## config.mk

```make
export PLATFORM = sky130hd
export DESIGN_NAME = i2s_tx
export DESIGN_NICKNAME = d
export VERILOG_FILES = /design/src/rtl/i2s_tx.sv
export SDC_FILE = /design/constraint.sdc
export NUM_CORES = 1
export LEC_CHECK = 0
export BUFFER_PORTS_ARGS = -buffer_cell sky130_fd_sc_hd__buf_2
export CAP_MARGIN = 10
export CORE_MARGIN = 2
export CORE_UTILIZATION = 37
export DETAILED_ROUTE_END_ITERATION = 12
export GPL_TIMING_DRIVEN = 0
export RECOVER_POWER = 100
export SLEW_MARGIN = 10
export SYNTH_ARGS = -nofsm -noshare
export SYNTH_HDL_FRONTEND = slang
export SYNTH_SLANG_ARGS = --single-unit
```

## constraint.sdc

```tcl
create_clock -name i_mclk -period 1.5 [get_ports i_mclk]
set_input_delay 0.15 -clock i_mclk [delete_from_list [all_inputs] [get_ports i_mclk]]
set_output_delay 0.15 -clock i_mclk [all_outputs]
set_load 0.05 [all_outputs]
```

## src/rtl/i2s_tx.sv

```systemverilog
`timescale 1ns/1ps
// ---------------------------------------------------------------------------
// i2s_tx -- I2S master transmitter
//
// Accepts left/right sample pairs over a valid/ready handshake. BCK and LRCK
// are derived from MCLK by integer division. Each pair is sent as a standard
// I2S frame: two 32-bit slots, MSB first, with data one BCK after the LRCK
// edge. LRCK is low for the left slot. Samples are left-aligned in their
// slots and the unused LSBs are zero.
//
// Parameters
//   DIV    MCLK cycles per BCK half-period (>= 1)
//   WIDTH  sample width in bits (1..32)
//
// Ports
//   i_mclk      master clock; all registers update on its rising edge
//   i_resetn    synchronous active-low reset
//   i_l_data    left sample (two's complement)
//   i_r_data    right sample (two's complement)
//   i_valid     a sample pair is offered
//   o_ready     holding buffer empty; a pair is taken when i_valid & o_ready
//   o_bck       bit clock
//   o_lrck      word clock (0 = left slot, 1 = right slot)
//   o_dataout   serial data; changes only when BCK falls
//   o_underrun  one-cycle pulse when a frame starts with no pair buffered
//
// Build option
//   I2S_TX_HOLD_LAST_EN  when defined, an underrun repeats the last pair that
//                        was loaded. Otherwise an underrun sends zeros.
// ---------------------------------------------------------------------------
module i2s_tx #(
  parameter int DIV   = 2,
  parameter int WIDTH = 24
) (
  input  logic             i_mclk,
  input  logic             i_resetn,
  input  logic [WIDTH-1:0] i_l_data,
  input  logic [WIDTH-1:0] i_r_data,
  input  logic             i_valid,
  output logic             o_ready,
  output logic             o_bck,
  output logic             o_lrck,
  output logic             o_dataout,
  output logic             o_underrun
);

  localparam int            DW        = (DIV > 1) ? $clog2(DIV) : 1;
  localparam logic [DW-1:0] DCNT_LAST = DW'(DIV - 1);
  localparam int            PAD       = 32 - WIDTH;

  typedef enum logic {
    S_IDLE = 1'b0,
    S_RUN  = 1'b1
  } state_t;

  state_t           r_state;
  state_t           w_state_next;

  logic [WIDTH-1:0] r_hb_l;
  logic [WIDTH-1:0] r_hb_r;
  logic             r_hb_full;
  logic [63:0]      r_sr;
  logic [5:0]       r_bcnt;
  logic [DW-1:0]    r_dcnt;
  logic             r_bck;
  logic             r_lrck;
  logic             r_dataout;
  logic             r_underrun;

  logic             w_tick;
  logic             w_fall;
  logic             w_load;
  logic             w_accept;
  logic [5:0]       w_bcnt_inc;
  logic [63:0]      w_frame_hb;
  logic [63:0]      w_frame_fill;

  // Place a sample left-aligned in a 32-bit slot. A shift is used instead of
  // a zero-replication so that WIDTH = 32 (no padding) stays legal.
  function automatic logic [31:0] slot(input logic [WIDTH-1:0] s);
    return 32'(s) << PAD;
  endfunction

  // -------------------------------------------------------------------------
  // Control FSM: IDLE holds the outputs static until the first pair is
  // buffered. RUN lasts until the next reset.
  // -------------------------------------------------------------------------
  always_ff @(posedge i_mclk) begin
    if (!i_resetn) begin
      r_state <= S_IDLE;
    end else begin
      r_state <= w_state_next;
    end
  end

  always_comb begin
    w_state_next = r_state;
    w_tick       = 1'b0;
    case (r_state)
      S_IDLE: begin
        if (r_hb_full) begin
          w_state_next = S_RUN;
        end
      end
      S_RUN: begin
        w_tick = (r_dcnt == DCNT_LAST);
      end
      default: begin
        w_state_next = S_IDLE;
      end
    endcase
  end

  // A tick taken while BCK is high is a falling event. A frame boundary is
  // the falling event that wraps BCNT from 63 to 0.
  assign w_fall     = w_tick & r_bck;
  assign w_load     = w_fall & (r_bcnt == 6'd63);
  assign w_accept   = i_valid & ~r_hb_full;
  assign w_bcnt_inc = r_bcnt + 6'd1;
  assign w_frame_hb = {slot(r_hb_l), slot(r_hb_r)};

`ifdef I2S_TX_HOLD_LAST_EN
  logic [WIDTH-1:0] r_last_l;
  logic [WIDTH-1:0] r_last_r;

  always_ff @(posedge i_mclk) begin
    if (!i_resetn) begin
      r_last_l <= '0;
      r_last_r <= '0;
    end else if (w_load && r_hb_full) begin
      r_last_l <= r_hb_l;
      r_last_r <= r_hb_r;
    end
  end

  assign w_frame_fill = {slot(r_last_l), slot(r_last_r)};
`else
  assign w_frame_fill = '0;
`endif

  // -------------------------------------------------------------------------
  // Datapath: divider, bit counter, shift register and holding buffer
  // -------------------------------------------------------------------------
  always_ff @(posedge i_mclk) begin
    if (!i_resetn) begin
      r_hb_l     <= '0;
      r_hb_r     <= '0;
      r_hb_full  <= 1'b0;
      r_sr       <= '0;
      r_bcnt     <= 6'd63;
      r_dcnt     <= '0;
      r_bck      <= 1'b0;
      r_lrck     <= 1'b1;
      r_dataout  <= 1'b0;
      r_underrun <= 1'b0;
    end else begin
      r_underrun <= 1'b0;

      if (r_state == S_RUN) begin
        if (w_tick) begin
          r_dcnt <= '0;
          r_bck  <= ~r_bck;
        end else begin
          r_dcnt <= r_dcnt + 1'b1;
        end
      end

      if (w_fall) begin
        r_bcnt    <= w_bcnt_inc;
        r_lrck    <= w_bcnt_inc[5];
        // The outgoing bit is taken before the shift or reload. Because of
        // that, the slot-0 position of each frame still carries the previous
        // frame's right LSB.
        r_dataout <= r_sr[63];
        if (w_load) begin
          r_sr       <= r_hb_full ? w_frame_hb : w_frame_fill;
          r_underrun <= ~r_hb_full;
        end else begin
          r_sr <= {r_sr[62:0], 1'b0};
        end
      end

      // A pair accepted on a load edge can only arrive while the buffer is
      // empty. It is therefore kept for the next frame, not the current one.
      if (w_accept) begin
        r_hb_l    <= i_l_data;
        r_hb_r    <= i_r_data;
        r_hb_full <= 1'b1;
      end else if (w_load) begin
        r_hb_full <= 1'b0;
      end
    end
  end

  assign o_ready    = ~r_hb_full;
  assign o_bck      = r_bck;
  assign o_lrck     = r_lrck;
  assign o_dataout  = r_dataout;
  assign o_underrun = r_underrun;

endmodule
```

==> impl_metrics.toml, run 1 <==
[final_layout]
drive_gt1_share_pct = 19.7
mostFrequentLayoutCell = "nand2_1"
diodes = 0
finish.utilization_pct = 51.2
final_cell_area_um2 = 6520
multi_input_area_um2 = 2320
fin_cells = 888
final_cell_mix = "nand2_1 (115), dfxtp_1 (110), o21ai_0 (89)"
fill_cells = 1238
final-seq-area_um2 = 2330
areaGrowthSynthToFinish_pct = 34.1
final_net_count = 755

[floorplan]
die-area_um2 = 14100
rows = 41
die_w_um = 119
core-area_um2 = 12700
start_util_pct = 38.2
dieHeight_um = 119
num_io_pins = 56

[cts]
clkLatencyLatePin_ns = 0.42
path_clk_slew_ns = 0.05
htree_num_levels = 4
root_buffer = "clkbuf_16"
tritoncts = "done"
clk_path_buf_depth = 2
numCtsBuffers = 17
cts.sink_count = 116

[drt]
drtAntennaViolNets = 0
wl_per_cell_um = 15.3
drtIter0Drc = 335
vias = 4676
drc_errors = 0
wl_um = 13500
viasPerCell = 5.27
dr.pass1.iters = 5

[setup_path]
worstPathRequired_ns = 1.80
cp_max_fo = 10
start_kind = "register"
setup.worst_path.end_class = "register"
arrival_ns = 1.80
worstSetupPathType = "reg2reg"

[synthesis]
synth_seq_cells = 116
synthCells = 582
synth_area_leaders = "dfxtp_1 (48%), o21ai_0 (9.2%), nand2_1 (8.9%)"
yosysWarnings = 0
synth.avg_cell_area_um2 = 8.35
synth_largest_area_cell = "dfxtp_1"
netlist.area_leader.share_pct = 47.8
synthesis.area_um2 = 4860
seq_area_frac_synth_pct = 47.8
ys_types = 31
syn_nets = 634

[placed_design]
gp_congestion = 0.792
placed_area_um2 = 5350
port_buffers = 54
pre_cts_slack_ns = -0.172
dpl.hpwl_um = 8810
dpl.cell_count = 808

[sta]
finalSetupTns_ns = -0.00127
worst_slack_ns = -0.00127
post-route-period-util_pct = 100
worst_slew_pin_slew_ns = 0.531
finalMaxSlewViolations = 0
finalSetupViolCount = 1
clock_skew_ns = 0.00691
slew_headroom_pct = 64.6
fmax_ghz = 0.666
rsz0062_at_grt = "true"
hold_ws_ns = 0.00965
finalHoldViolations = 0
period_minus_slack_ns = 1.50

[pwr]
p_total_mw = 7.58
power_density_nw_per_um2 = 1160
ir_drop_mv = 0.802
p_leak_nw = 2.47

[flow_run]
drv_cap = 0

[global_route]
grt_pass1_wl_um = 22200
grt_max_degree = 17
grt_pass1_vias = 4550
overflow = 0
grt_usage_pct = 19.7
antenna_found_initial = 0

[status]
status = "finished, violations left"
violations = "negative setup slack"

[worst_hold_path]
hp-class = "in2reg"
[routing by layer]
| metal | GRT usage [%] | routed length, um | up-vias |
|---|---|---|---|
| met5 | 0 | 0 | - |
| met4 | 10.8 | 296 | 0 |
| met3 | 4.83 | 551 | 20 |
| met2 | 30.9 | 6280 | 109 |
| met1 | 25.0 | 6420 | 2210 |
| li1 | - | - | 2337 |
[worst paths after layout]
kind,slack [ns],depth (start not counted),endpoint,start
worst max-delay path,-0.001,6,r_sr[46]$_SDFFE_PN0P_,r_bcnt[0]$_SDFFE_PN1P_
worst min-delay path,0.01,3,r_hb_r[7]$_SDFFE_PN0P_,i_r_data[7]
worst max register to register,-0.001,6,r_sr[46]$_SDFFE_PN0P_,r_bcnt[0]$_SDFFE_PN1P_
worst min register to register,0.46,2,r_sr[61]$_SDFFE_PN0P_,r_sr[60]$_SDFFE_PN0P_
[where the power goes]
part	switching, mW	internal (mW)	total, mW	leakage, nW
Combinational	0.256	0.243	0.499	1.25
Sequential	0.0615	3.17	3.24	0.942
Clock	1.39	2.46	3.85	0.276
Total	1.71	5.87	7.58	2.47
[worst max-delay path, stage by stage, from the launching register on]
cell,delay [ns]
dfxtp_2,0.34
ha_4,0.18
and3_1,0.20
buf_6,0.15
buf_4,0.18
a41oi_1,0.24
a21oi_1,0.09
[synthesized netlist by cell type (all sizes together)]
cell,number
or3,2
a41oi,47
nand2b,1
nor2,1
dfxtp,116
o21ai,97
nand3,7
and4,1
and3,2
a21boi,58
xor2,2
xnor2,2
o21a,1
inv,1
nor2b,1
a21oi,47
o31ai,1
buf,22
a31oi,1
and2,4
or4,2
clkbuf,41
o211ai,8
nand4,1
ha,1
nand2,115
[state kept, by name, indices dropped and copies added (netlist names)]
register    cells
r_sr           56
r_hb_l         24
r_hb_r         24
r_bcnt          6
o_bck           1
o_dataout       1
o_underrun      1
r_dcnt          1
r_hb_full       1
r_state         1
[what timing repair did]
item | 4_1_cts | 5_1_grt
hold endpoints to repair | 47 | 0
cloned | 0 | 0
pin swaps | 1 | 3
endpoints found under the setup margin | 73 | 84
setup buffers | 0 | 1
gates resized for setup | 17 | 57
hold buffers | 47 | 0
[area by class of cell]
class | instances | share of cell area, %
flip-flops and latches | 116 | 35.8
multi-input cells | 402 | 35.7
repair buffers | 102 | 11.5
clock buffers | 21 | 6.91
plain buffers | 63 | 5.13
well taps | 172 | 3.30
clock inverters | 11 | 1.69
inverters | 1 | 0.0576
[kinds of logic after synthesis]
family,after synthesis,synth area share (%)
buffers and inverters,64,5.61
and+or+nand+nor,137,11.7
adders and majority gates,1,0.257
AOI/OAI and AO/OA,260,33.9
xor gates and xnor gates,4,0.721
DFF,116,47.8
(Power assumes the default switching activity.)
==> run 2: changes to the inputs <==
- CTS_BUF_LIST: default -> sky130_fd_sc_hd__clkbuf_2 sky130_fd_sc_hd__clkbuf_4 sky130_fd_sc_hd__clkbuf_8
==> impl_metrics.toml, run 2 (synthesized netlist as in run 1, its figures left out) <==
[drt]
drtAntennaViolNets = 0
met2_length_um = 6200
drc_errors = 0
wl_per_cell_um = 15.1
routed.top_layer = "met4"
vias = 4648
dr.pass1.iters = 4
met3_length_um = 575
viasPerCell = 5.22
wl_um = 13400
drtIter0Drc = 317
wl_met1_um = 6360

[pwr]
ir_drop_mv = 0.510
p_total_mw = 6.53
power_density_nw_per_um2 = 1010
p_leak_nw = 2.41

[placed_design]
placed_area_um2 = 5350
gp_congestion = 0.792
dpl.hpwl_um = 8810
port_buffers = 54
dpl.cell_count = 808

[final_layout]
fin_cells = 890
largest-register = "r_sr"
largest_reg_flops = 56
final_net_count = 757
areaGrowthSynthToFinish_pct = 33.0
mostFrequentLayoutCell = "nand2_1"
final_cell_mix = "nand2_1 (115), dfxtp_1 (109), o21ai_0 (89)"
drive_gt1_share_pct = 22.4
reg_top3 = "r_sr (56), r_hb_l (24), r_hb_r (24)"
final_cell_area_um2 = 6460
diodes = 0

[floorplan]
core-area_um2 = 12700
die_w_um = 119
num_io_pins = 56
start_util_pct = 38.2
dieHeight_um = 119
rows = 41
die-area_um2 = 14100

[setup_path]
crit_chain = "ha_4 > and3_1 > buf_6 > buf_6 > a41oi_1 > a21oi_1"
worstPathRequired_ns = 1.83
worstSetupPathType = "reg2reg"
start_kind = "register"
arrival_ns = 1.80
critPathMaxStageDelay_ns = 0.36
crit_top_cell = "buf_6"
cpMaxStageDelayCell = "dfxtp_4"
cp_max_fo = 10
setup.worst_path.end_class = "register"

[global_route]
grt_pass1_vias = 4559
grt_pass1_wl_um = 22100
grt_usage_pct = 19.5
antenna_found_initial = 0
overflow = 0
grt_max_degree = 17

[worst_hold_path]
hp-class = "in2reg"

[sta]
clock_skew_ns = 0.00817
finalMaxSlewViolations = 0
worst_slew_pin_slew_ns = 0.571
rsz0062_at_grt = "true"
post-route-period-util_pct = 98.3
finalSetupTns_ns = 0
slew_headroom_pct = 61.9
finalSetupViolCount = 0
period_minus_slack_ns = 1.47
finalHoldViolations = 0
fmax_ghz = 0.678

[status]
status = "finished, final reports clean"

[cts]
path_clk_slew_ns = 0.07
clkLatencyLatePin_ns = 0.44
cts.sink_count = 116
numCtsBuffers = 17
tritoncts = "done"
htree_num_levels = 4
root_buffer = "clkbuf_8"
clk_path_buf_depth = 2

[flow_run]
drv_cap = 0
## run 2: changes by cell type in the layout (fill, tap and decap cells not counted), moves of 2 or more
cell and change:
clkbuf_1 -4, clkbuf_16 -17, buf_2 +3, clkbuf_8 +17
a41oi_1 -12, buf_6 +3, a41oi_2 +12, dfxtp_4 +2
buf_4 -2
## run 2: metal layers
layer | vias to the layer above | global-route usage [%]
li1 | 2337 | -
met1 | 2181 | 25.1
met2 | 105 | 30.2
met3 | 25 | 4.97
met4 | 0 | 9.90
met5 | - | 0
## run 2: final timing paths
check / start / to / slack, ns / cells past startpoint
worst min-delay path: i_valid / r_hb_full$_SDFFE_PN0P_ / 0.07 / 3
worst max register to register: r_bcnt[1]$_SDFFE_PN1P_ / r_sr[41]$_SDFFE_PN0P_ / 0.03 / 6
worst max-delay path: r_bcnt[1]$_SDFFE_PN1P_ / r_sr[41]$_SDFFE_PN0P_ / 0.03 / 6
worst min register to register: r_sr[26]$_SDFFE_PN0P_ / r_sr[27]$_SDFFE_PN0P_ / 0.47 / 2
## run 2: timing repair
action	4_1_cts	5_1_grt
endpoints found under the setup margin	71	87
pin swaps	1	7
hold buffers	48	0
resized for setup	16	80
endpoints found under the hold margin	48	0
buffers inserted	0	2
## run 2: final cells by class
type | count | area, um^2
buffer | 63 | 342
clock buffer | 21 | 270
clock inverter | 11 | 110
fill | 1237 | 6260
inverter | 1 | 3.75
multi-input combinational | 402 | 2420
sequential | 116 | 2340
tap | 172 | 215
timing repair buffer | 104 | 766
## run 2: metrics by stage
step | hold WS, ns | util, % | setup slack, ns
5_1_grt | 0.0849 | 50.8 | -0.00988
3_5_place_dp | 0.409 | 42.0 | -0.172
2_1_floorplan | 0.295 | - | 0.0366
3_3_place_gp | 0.402 | 42.0 | -0.151
4_1_cts | 0.0377 | 49.2 | 0.00580
6_report | 0.0720 | 50.8 | 0.0256
## run 2: report_power, final
| group | leakage (nW) | total [mW] | switching, mW | internal, mW |
|---|---|---|---|---|
| Sequential | 0.943 | 3.23 | 0.0644 | 3.17 |
| Clock | 0.199 | 2.79 | 1.25 | 1.55 |
| Combinational | 1.27 | 0.507 | 0.260 | 0.247 |
| Total | 2.41 | 6.53 | 1.57 | 4.96 |
## run 2: critical path: cells and delay by family (launching register included)
family	cells	cell delay [ns]
AOI/OAI and AO/OA	2	0.33
and+or+nand+nor	1	0.20
adders and majority gates	1	0.17
buffers and inverters	2	0.31
DFF	1	0.36
==> run 3: changes to the inputs <==
==> constraint.sdc (replaced) <==
create_clock -name i_mclk -period 1.4 [get_ports i_mclk]
set_input_delay 0.07 -clock i_mclk [delete_from_list [all_inputs] [get_ports i_mclk]]
set_output_delay 0.07 -clock i_mclk [all_outputs]
set_load 0.05 [all_outputs]
==> impl_metrics.toml, run 3 (synthesized netlist as in run 1, its figures left out) <==
[global_route]
grt_usage_pct = 19.3
grt_pass1_vias = 4546
antenna_found_initial = 0
overflow = 0
grt_max_degree = 17
grt_pass1_wl_um = 21900

[sta]
post-route-period-util_pct = 101
finalMaxSlewViolations = 0
rsz0062_at_grt = "true"
period_minus_slack_ns = 1.42
worst_slack_ns = -0.0158
worst_slew_pin_slew_ns = 0.529
finalHoldViolations = 0
fmax_ghz = 0.706
finalSetupTns_ns = -0.0158
slew_headroom_pct = 64.7
finalSetupViolCount = 1
clock_skew_ns = 0.00859
hold_ws_ns = 0.0257

[placed_design]
port_buffers = 54
placed_area_um2 = 5370
dpl.hpwl_um = 8820
gp_congestion = 0.796
pre_cts_slack_ns = -0.218

[floorplan]
core-area_um2 = 12700
num_io_pins = 56
rows = 41
die-area_um2 = 14100
dieHeight_um = 119
start_util_pct = 38.2
die_w_um = 119

[cts]
htree_num_levels = 4
path_clk_slew_ns = 0.07
clkLatencyLatePin_ns = 0.43
root_buffer = "clkbuf_8"
numCtsBuffers = 17
clk_path_buf_depth = 2
cts.sink_count = 116
tritoncts = "done"

[setup_path]
crit_top_cell = "buf_12"
cp_max_fo = 10
r2r_slack_ns = -0.02
critPathMaxStageDelay_ns = 0.35
cpMaxStageDelayCell = "dfxtp_4"
worstSetupPathType = "reg2reg"
crit_chain = "ha_4 > and3_4 > buf_12 > buf_12 > a41oi_2 > a21oi_2"
cp_top_family = "flip-flops"
r2r_cells = 6
setup.worst_path.end_class = "register"
r2r-end = "r_sr[59]$_SDFFE_PN0P_"
arrival_ns = 1.72
reg2reg_from = "r_bcnt[0]$_SDFFE_PN1P_"
start_kind = "register"
crit_buf_inv = 2
worst-path-stages = 6
worstPathRequired_ns = 1.71

[drt]
wl_per_cell_um = 15.2
wl_um = 13600
drtAntennaViolNets = 0
vias = 4701
drtIter0Drc = 307
dr.pass1.iters = 4
drc_errors = 0
viasPerCell = 5.25

[pwr]
power_density_nw_per_um2 = 992
ir_drop_mv = 0.511
p_leak_nw = 2.53

[final_layout]
reg_top3 = "r_sr (56), r_hb_l (24), r_hb_r (24)"
final_cell_area_um2 = 6850
mostFrequentLayoutCell = "nand2_1"
finish.utilization_pct = 53.8
drive_gt1_share_pct = 28.5
areaGrowthSynthToFinish_pct = 40.9
final_cell_mix = "nand2_1 (115), dfxtp_1 (109), o21ai_0 (63)"
largest-register = "r_sr"
final_net_count = 765
largest_reg_flops = 56
diodes = 0

[worst_hold_path]
hp-class = "in2reg"
min_from = "i_resetn"
holdPathEnd = "r_hb_r[8]$_SDFFE_PN0P_"
min_path_cells = 2

[status]
status = "finished, violations left"
violations = "negative setup slack"

[flow_run]
drv_cap = 0
-- run 3: changes by cell type in the layout (fill, tap and decap cells not counted), sizes merged --
cell,previous run,this run
dlygate4sd3,48,50
bufinv,2,0
buf,82,84
clkbuf,58,66
clkinvlp,2,0
clkinv,7,5
-- run 3: metal layers --
metal / global-route usage [%] / share of wire, % / vias up
li1: - / - / 2363
met1: 24.0 / 46 / 2224
met2: 32.9 / 48 / 101
met3: 4.73 / 4.4 / 13
met4: 5.65 / 1.4 / 0
met5: 0 / 0 / -
-- run 3: worst max-delay path by stage --
stage / startpoint / end / slack (ns)
after detailed placement: r_bcnt[0]$_SDFFE_PN1P_ / r_sr[42]$_SDFFE_PN0P_ / -0.22
after global routing: r_bcnt[0]$_SDFFE_PN1P_ / r_sr[62]$_SDFFE_PN0P_ / -0.05
after floorplan: o_bck$_SDFFE_PN0P_ / r_bcnt[5]$_SDFFE_PN1P_ / -0.02
after CTS: r_bcnt[0]$_SDFFE_PN1P_ / r_sr[43]$_SDFFE_PN0P_ / -0.007
after global placement: r_bcnt[0]$_SDFFE_PN1P_ / r_sr[30]$_SDFFE_PN0P_ / -0.17
final: r_bcnt[0]$_SDFFE_PN1P_ / r_sr[59]$_SDFFE_PN0P_ / -0.02
-- run 3: stage by stage --
stage | instances | power [mW]
6_report | 896 | 6.79
5_1_grt | 896 | 7.04
4_1_cts | 896 | 6.82
3_5_place_dp | 808 | 3.94
3_3_place_gp | 808 | 3.93
2_1_floorplan | 582 | 3.77
-- run 3: layout make-up --
| type | instances | area (um^2) |
|---|---|---|
| inverter | 1 | 3.75 |
| tap | 172 | 215 |
| timing repair buffer | 112 | 831 |
| clock buffer | 25 | 325 |
| sequential | 116 | 2340 |
| clock inverter | 5 | 25.0 |
| buffer | 63 | 445 |
| multi-input combinational | 402 | 2660 |
| fill | 1209 | 5880 |
-- run 3: timing repair --
action / 4_1_cts / 5_1_grt
pin swaps: 5 / 25
endpoints found under the setup margin: 101 / 100
buffers inserted: 8 / 0
hold buffers: 50 / 0
endpoints found under the hold margin: 56 / 0
gates resized for setup: 75 / 111
cloned: 0 / 0
-- run 3: worst reg2reg max path, stage by stage, from the launching register on --
cell and delay [ns]:
dfxtp_4 0.35, ha_4 0.17, and3_4 0.19, buf_12 0.15, buf_12 0.15, a41oi_2 0.20
a21oi_2 0.08
-- run 3: where the power goes --
part	switching [mW]	internal, mW	leakage, nW
sequential	0.0766	3.39	0.944
combinational	0.295	0.292	1.40
clock	1.25	1.48	0.192
total	1.63	5.17	2.53
